--- src/rtl/drf_port_pkg.sv ---
// Shared command codes and STATUS nibble layout for the DRF CPU port.
// Also imported by CPU-side test programs.
package drf_port_pkg;

    typedef enum logic [3:0] {
        CMD_IDLE      = 4'h0,
        CMD_RD_HI     = 4'h1,
        CMD_RD_LO_POP = 4'h2,
        CMD_STATUS    = 4'h3,
        CMD_CLR_ERR   = 4'hF
    } drf_cmd_e;

    localparam int STAT_EMPTY_BIT = 3;
    localparam int STAT_FULL_BIT  = 2;
    localparam int CNT_W          = 5;

    // Count field saturates at 3 so deep FIFOs still fit in two bits.
    function automatic logic [3:0] status_nibble(
        input logic             empty,
        input logic             full,
        input logic [CNT_W-1:0] count
    );
        logic [1:0] cnt_f;
        cnt_f = (count > CNT_W'(3)) ? 2'd3 : count[1:0];
        return {empty, full, cnt_f};
    endfunction

endpackage

--- src/rtl/byte_fifo.sv ---
// Byte FIFO with power-of-two depth; storage is not reset,
// readers must qualify head with empty.
module byte_fifo #(
    parameter int DEPTH = 4
) (
    input  logic                     clk,
    input  logic                     rst_n,
    input  logic                     push,
    input  logic [7:0]               din,
    input  logic                     pop,
    output logic [7:0]               head,
    output logic [$clog2(DEPTH):0]   count,
    output logic                     full,
    output logic                     empty
);

    localparam int AW = $clog2(DEPTH);
    localparam logic [AW:0] ONE      = (AW+1)'(1);
    localparam logic [AW:0] FULL_CNT = (AW+1)'(DEPTH);

    logic [7:0]    mem [DEPTH];
    logic [AW-1:0] wr_ptr;
    logic [AW-1:0] rd_ptr;

    always_ff @(posedge clk) begin
        if (push) begin
            mem[wr_ptr] <= din;
        end
    end

    always_ff @(posedge clk or negedge rst_n) begin
        if (!rst_n) begin
            wr_ptr <= '0;
            rd_ptr <= '0;
            count  <= '0;
        end else begin
            if (push) begin
                wr_ptr <= wr_ptr + AW'(1);
            end
            if (pop) begin
                rd_ptr <= rd_ptr + AW'(1);
            end
            case ({push, pop})
                2'b10:   count <= count + ONE;
                2'b01:   count <= count - ONE;
                default: count <= count;
            endcase
        end
    end

    assign head  = mem[rd_ptr];
    assign full  = (count == FULL_CNT);
    assign empty = (count == '0);

endmodule

--- src/rtl/port_feeder.sv ---
// Feeds host bytes to the DRF CPU port as nibbles, one action per
// CPU port write, with a registered response and sticky overrun flag.
module port_feeder
    import drf_port_pkg::*;
#(
    parameter int DEPTH = 4
) (
    input  logic       clk,
    input  logic       rst_n,
    input  logic [7:0] host_data,
    input  logic       host_valid,
    output logic       host_ready,
    input  logic [3:0] cpu_port_cmd,
    output logic [3:0] cpu_port_data,
    output logic       overrun
);

    localparam int CW = $clog2(DEPTH) + 1;

    logic [3:0]    cmd_q;
    logic [3:0]    data_d;
    logic          ovr_d;
    logic          accept;
    logic          push;
    logic          pop;
    logic [7:0]    head;
    logic [CW-1:0] count;
    logic          full;
    logic          empty;

    byte_fifo #(.DEPTH(DEPTH)) u_fifo (
        .clk   (clk),
        .rst_n (rst_n),
        .push  (push),
        .din   (host_data),
        .pop   (pop),
        .head  (head),
        .count (count),
        .full  (full),
        .empty (empty)
    );

    assign host_ready = !full;
    assign push       = host_valid && !full;
    assign accept     = (cpu_port_cmd != cmd_q);

    // Empty is the registered flag, so a same-cycle push cannot be read.
    always_comb begin
        data_d = cpu_port_data;
        ovr_d  = overrun;
        pop    = 1'b0;
        if (accept) begin
            case (cpu_port_cmd)
                CMD_RD_HI: begin
                    data_d = empty ? 4'h0 : head[7:4];
                    ovr_d  = overrun | empty;
                end
                CMD_RD_LO_POP: begin
                    data_d = empty ? 4'h0 : head[3:0];
                    ovr_d  = overrun | empty;
                    pop    = !empty;
                end
                CMD_STATUS: begin
                    data_d = status_nibble(empty, full, CNT_W'(count));
                end
                CMD_CLR_ERR: begin
                    data_d = 4'h0;
                    ovr_d  = 1'b0;
                end
                default: begin
                    data_d = cpu_port_data;
                end
            endcase
        end
    end

    always_ff @(posedge clk or negedge rst_n) begin
        if (!rst_n) begin
            cmd_q         <= 4'h0;
            cpu_port_data <= 4'h0;
            overrun       <= 1'b0;
        end else begin
            cmd_q         <= cpu_port_cmd;
            cpu_port_data <= data_d;
            overrun       <= ovr_d;
        end
    end

endmodule

--- config.mk ---
export PLATFORM = sky130hd
export DESIGN_NAME = port_feeder
export DESIGN_NICKNAME = d
export VERILOG_FILES = /design/src/rtl/drf_port_pkg.sv /design/src/rtl/byte_fifo.sv /design/src/rtl/port_feeder.sv
export SDC_FILE = /design/constraint.sdc
export NUM_CORES = 1
export LEC_CHECK = 0
export BUFFER_PORTS_ARGS = -buffer_cell sky130_fd_sc_hd__buf_2
export CAP_MARGIN = 20
export CORE_MARGIN = 2
export CORE_UTILIZATION = 50
export CTS_CLUSTER_DIAMETER = 80
export DETAILED_ROUTE_END_ITERATION = 16
export PLACE_DENSITY = 0.68
export SETUP_SLACK_MARGIN = 0.5
export SKIP_CTS_REPAIR_TIMING = 1
export SLEW_MARGIN = 20
export SYNTH_ARGS = -nofsm -noshare
export SYNTH_HDL_FRONTEND = slang
export SYNTH_SLANG_ARGS = --single-unit
export TNS_END_PERCENT = 30
--- constraint.sdc ---
create_clock -name clk -period 2.8 [get_ports clk]
set_clock_uncertainty 0.2 [all_clocks]
set_input_delay 0.84 -clock clk [delete_from_list [all_inputs] [get_ports clk]]
set_output_delay 0.84 -clock clk [all_outputs]
set_load 0.02 [all_outputs]
==> flow_summary_export.csv <==
group,metric,value,unit
layout,multiInputGateArea,691,sq um
route,vias_per_cell,5.40,
clocking,htree_num_levels,2,
layout,n_fill_cell,303,
floorplan,die_area,0.00465,sq mm
clocking,cts_max_path_buffers,2,
timing,max_freq,0.378,GHz
yosys,ys_seq_elements,48,
route,wl_per_cell,16.2,microns
power_and_ir_drop,peakVddDrop,0.000508,V
yosys,synth_edf_count,32,
power_and_ir_drop,power.leakage,0.000946,uW
worst_hold_path,min_path_type,"in -> async",
setup_path,path_class,"in -> reg",
yosys,yosys-top-cells-area,"edfxtp_1 47%, dfrtp_1 19%, mux4_2 8.8%",
yosys,yosys-mux-area-fraction,10.3,%
clocking,numClockSinks,48,
grt,first_global_vias,1216,
setup_path,ff2ff_setup_slack,0.38,ns
route,drc,0,
floorplan,die_x,68.2,microns
route,firstDrtPassIters,4,
timing,final_max_slew_viol_count,0,
layout,layout-drive-gt1-share,34.4,%
route,totalWireLength,3440,microns
floorplan,core,0.00397,sq mm
setup_path,r2r_end,"u_fifo.count[2]",
grt,grt-ovfl-total,0,
setup_path,cp.arrival,2.67,ns
run_status,status,"completed",
yosys,synth_top_area_share,46.7,%
timing,slew_headroom,71.0,%
yosys,yosys.area.top_type,"edfxtp_1",
grt,grt_first_pass_wirelength,5800,microns
yosys,syn-mean-instance-area,16.1,sq um
yosys,synth_adder_area_share,4.01,%
setup_path,r2r_start,"u_fifo.count[2]",
timing,rsz0062_at_grt,"yes",
setup_path,reg2reg_depth,9,
setup_path,startpoint_type,"input pin",
placement,dp.cells,205,
clocking,clk_pin_slew,0.09,ns
power_and_ir_drop,finalPower,2260,uW
yosys,synthFlopType,"edfxtp_1",
route,num_vias,1150,
yosys,synth_common_cells,"32 x edfxtp_1, 16 x dfrtp_1, 8 x mux4_2, 8 x xnor2_1",
yosys,synthCells,128,
yosys,ys_seq_area_share,66.1,%
placement,portBuffers,20,
grt,antenna_found_initial,0,
yosys,syn_area,0.00206,sq mm
timing,layout_min_cycle_time,2.64,ns
timing,holdWs,0.246,ns
timing,finalWorstSetupSlack,0.156,ns
timing,setup_viol,0,
timing,worst_pin_slew,0.435,ns
yosys,ys_warn_count,0,
layout,seqCellArea,0.00136,sq mm
setup_path,crit_end,"u_fifo.count[2]",
timing,setup-tns-final,0,ns
timing,period_share,94.4,%
layout,instances_no_fill,213,
route,drt_iter0_drc,78,
layout,antenna_cells,0,
placement,dp_hpwl,2570,microns
layout,final_nets,183,
floorplan,start_util,51.8,%
route,ant_nets,0,
layout,synthToLayoutAreaGrowth,18.7,%
setup_path,startpoint,"cpu_port_cmd[2]",
yosys,synth-compound-area-share,4.98,%
clocking,tritoncts,"done",
clocking,cts_buffers,5,
floorplan,io_pins,21,
job,cap_violations,0,
floorplan,die_y,68.2,microns
yosys,netlist-cell-type-count,34,
setup_path,required,2.82,ns
grt,grt_max_degree,17,
yosys,synth_top_family_by_area,"multiplexers",
grt,grt_usage,17.9,%
floorplan,rows,23,
clocking,clk_latency,0.30,ns
yosys,async_flop_share,33.3,%
setup_path,path_max_fanout,2,
setup_path,cp-end-kind,"flop",
placement,pre_cts_slack,-0.204,ns
yosys,synth_xor_area_share,4.68,%
yosys,synthesis.nets,149,
timing,hold_viol_final,0,
yosys,synth-simple-area-share,7.66,%
clocking,cts_root_buffer,"clkbuf_8",
placement,gp_congestion,0.813,
yosys,synth.most_common_cell,"edfxtp_1",
power_and_ir_drop,powerDensity,927,mW/mm^2
-- worst min-delay path by stage --
stage                                 from               end  slack [ns]  cells after the start
final                                rst_n          cmd_q[2]        0.25                      1
after global routing                 rst_n          cmd_q[3]        0.26                      1
after CTS                            rst_n          cmd_q[2]        0.25                      1
after detailed placement           overrun           overrun        0.30                      2
after global placement    cpu_port_data[1]  cpu_port_data[1]        0.28                      1
after floorplan            u_fifo.count[0]   u_fifo.count[0]        0.28                      1
-- through the flow --
stage	cell area (sq um)	utilization, %
after CTS	2440	61.4
after detailed placement	2320	58.5
after floorplan	2100	-
after global routing	2440	61.5
final	2440	61.5
after global placement	2320	58.5
-- critical path, cell delays in order --
cell     delay, ns
buf_2         0.10
or3b_4        0.41
a41oi_4       0.21
and2_4        0.19
ha_4          0.12
inv_1         0.05
fa_2          0.33
xor2_1        0.15
nor2_1        0.11
xor2_1        0.16
-- kinds of logic after synthesis --
logic type	count (synthesis)
buf+inv	11
flops	48
compound gates	14
mux	11
xor+xnor	11
simple gates	27
fa+ha+maj	6
-- sequential cells by signal, summed over array words and instances, names as in the netlist --
name / count
overrun: 1
cpu_port_data: 4
cmd_q: 4
u_fifo.rd_ptr: 2
u_fifo.wr_ptr: 2
u_fifo.count: 3
u_fifo.mem: 32
-- routing by layer --
layer,vias to the layer above,GRT usage (%),wire (microns)
met5,-,0,0
met4,0,6.75,54
met3,6,4.44,126
met2,21,30.1,1720
met1,564,22.5,1540
li1,559,-,-
-- final cells by class --
class	instances	area share [%]
clock buffers	5	2.82
multi-input cells	69	28.3
well taps	50	2.56
clock inverters	3	1.90
flip-flops and latches	48	55.7
repair buffers	32	7.79
inverters	6	0.922
-- report_power, final --
part	internal, uW	total (uW)	switching [uW]
Combinational	335	681	346
Sequential	952	1080	132
Clock	269	500	231
-- placed cells by master, fill, tap and decap left out, types with 2 or more instances in the layout --
cell type	count
dfrtp_1	16
o211ai_1	2
nor2_1	4
clkbuf_8	5
buf_4	12
nand3_1	3
and3_1	4
a221o_1	2
buf_2	20
ha_1	4
xor2_1	3
o21ai_0	4
nand4_1	6
edfxtp_1	32
nor3_1	2
xnor2_1	8
inv_1	6
mux4_2	8
Power figures use the tool's default switching activity.
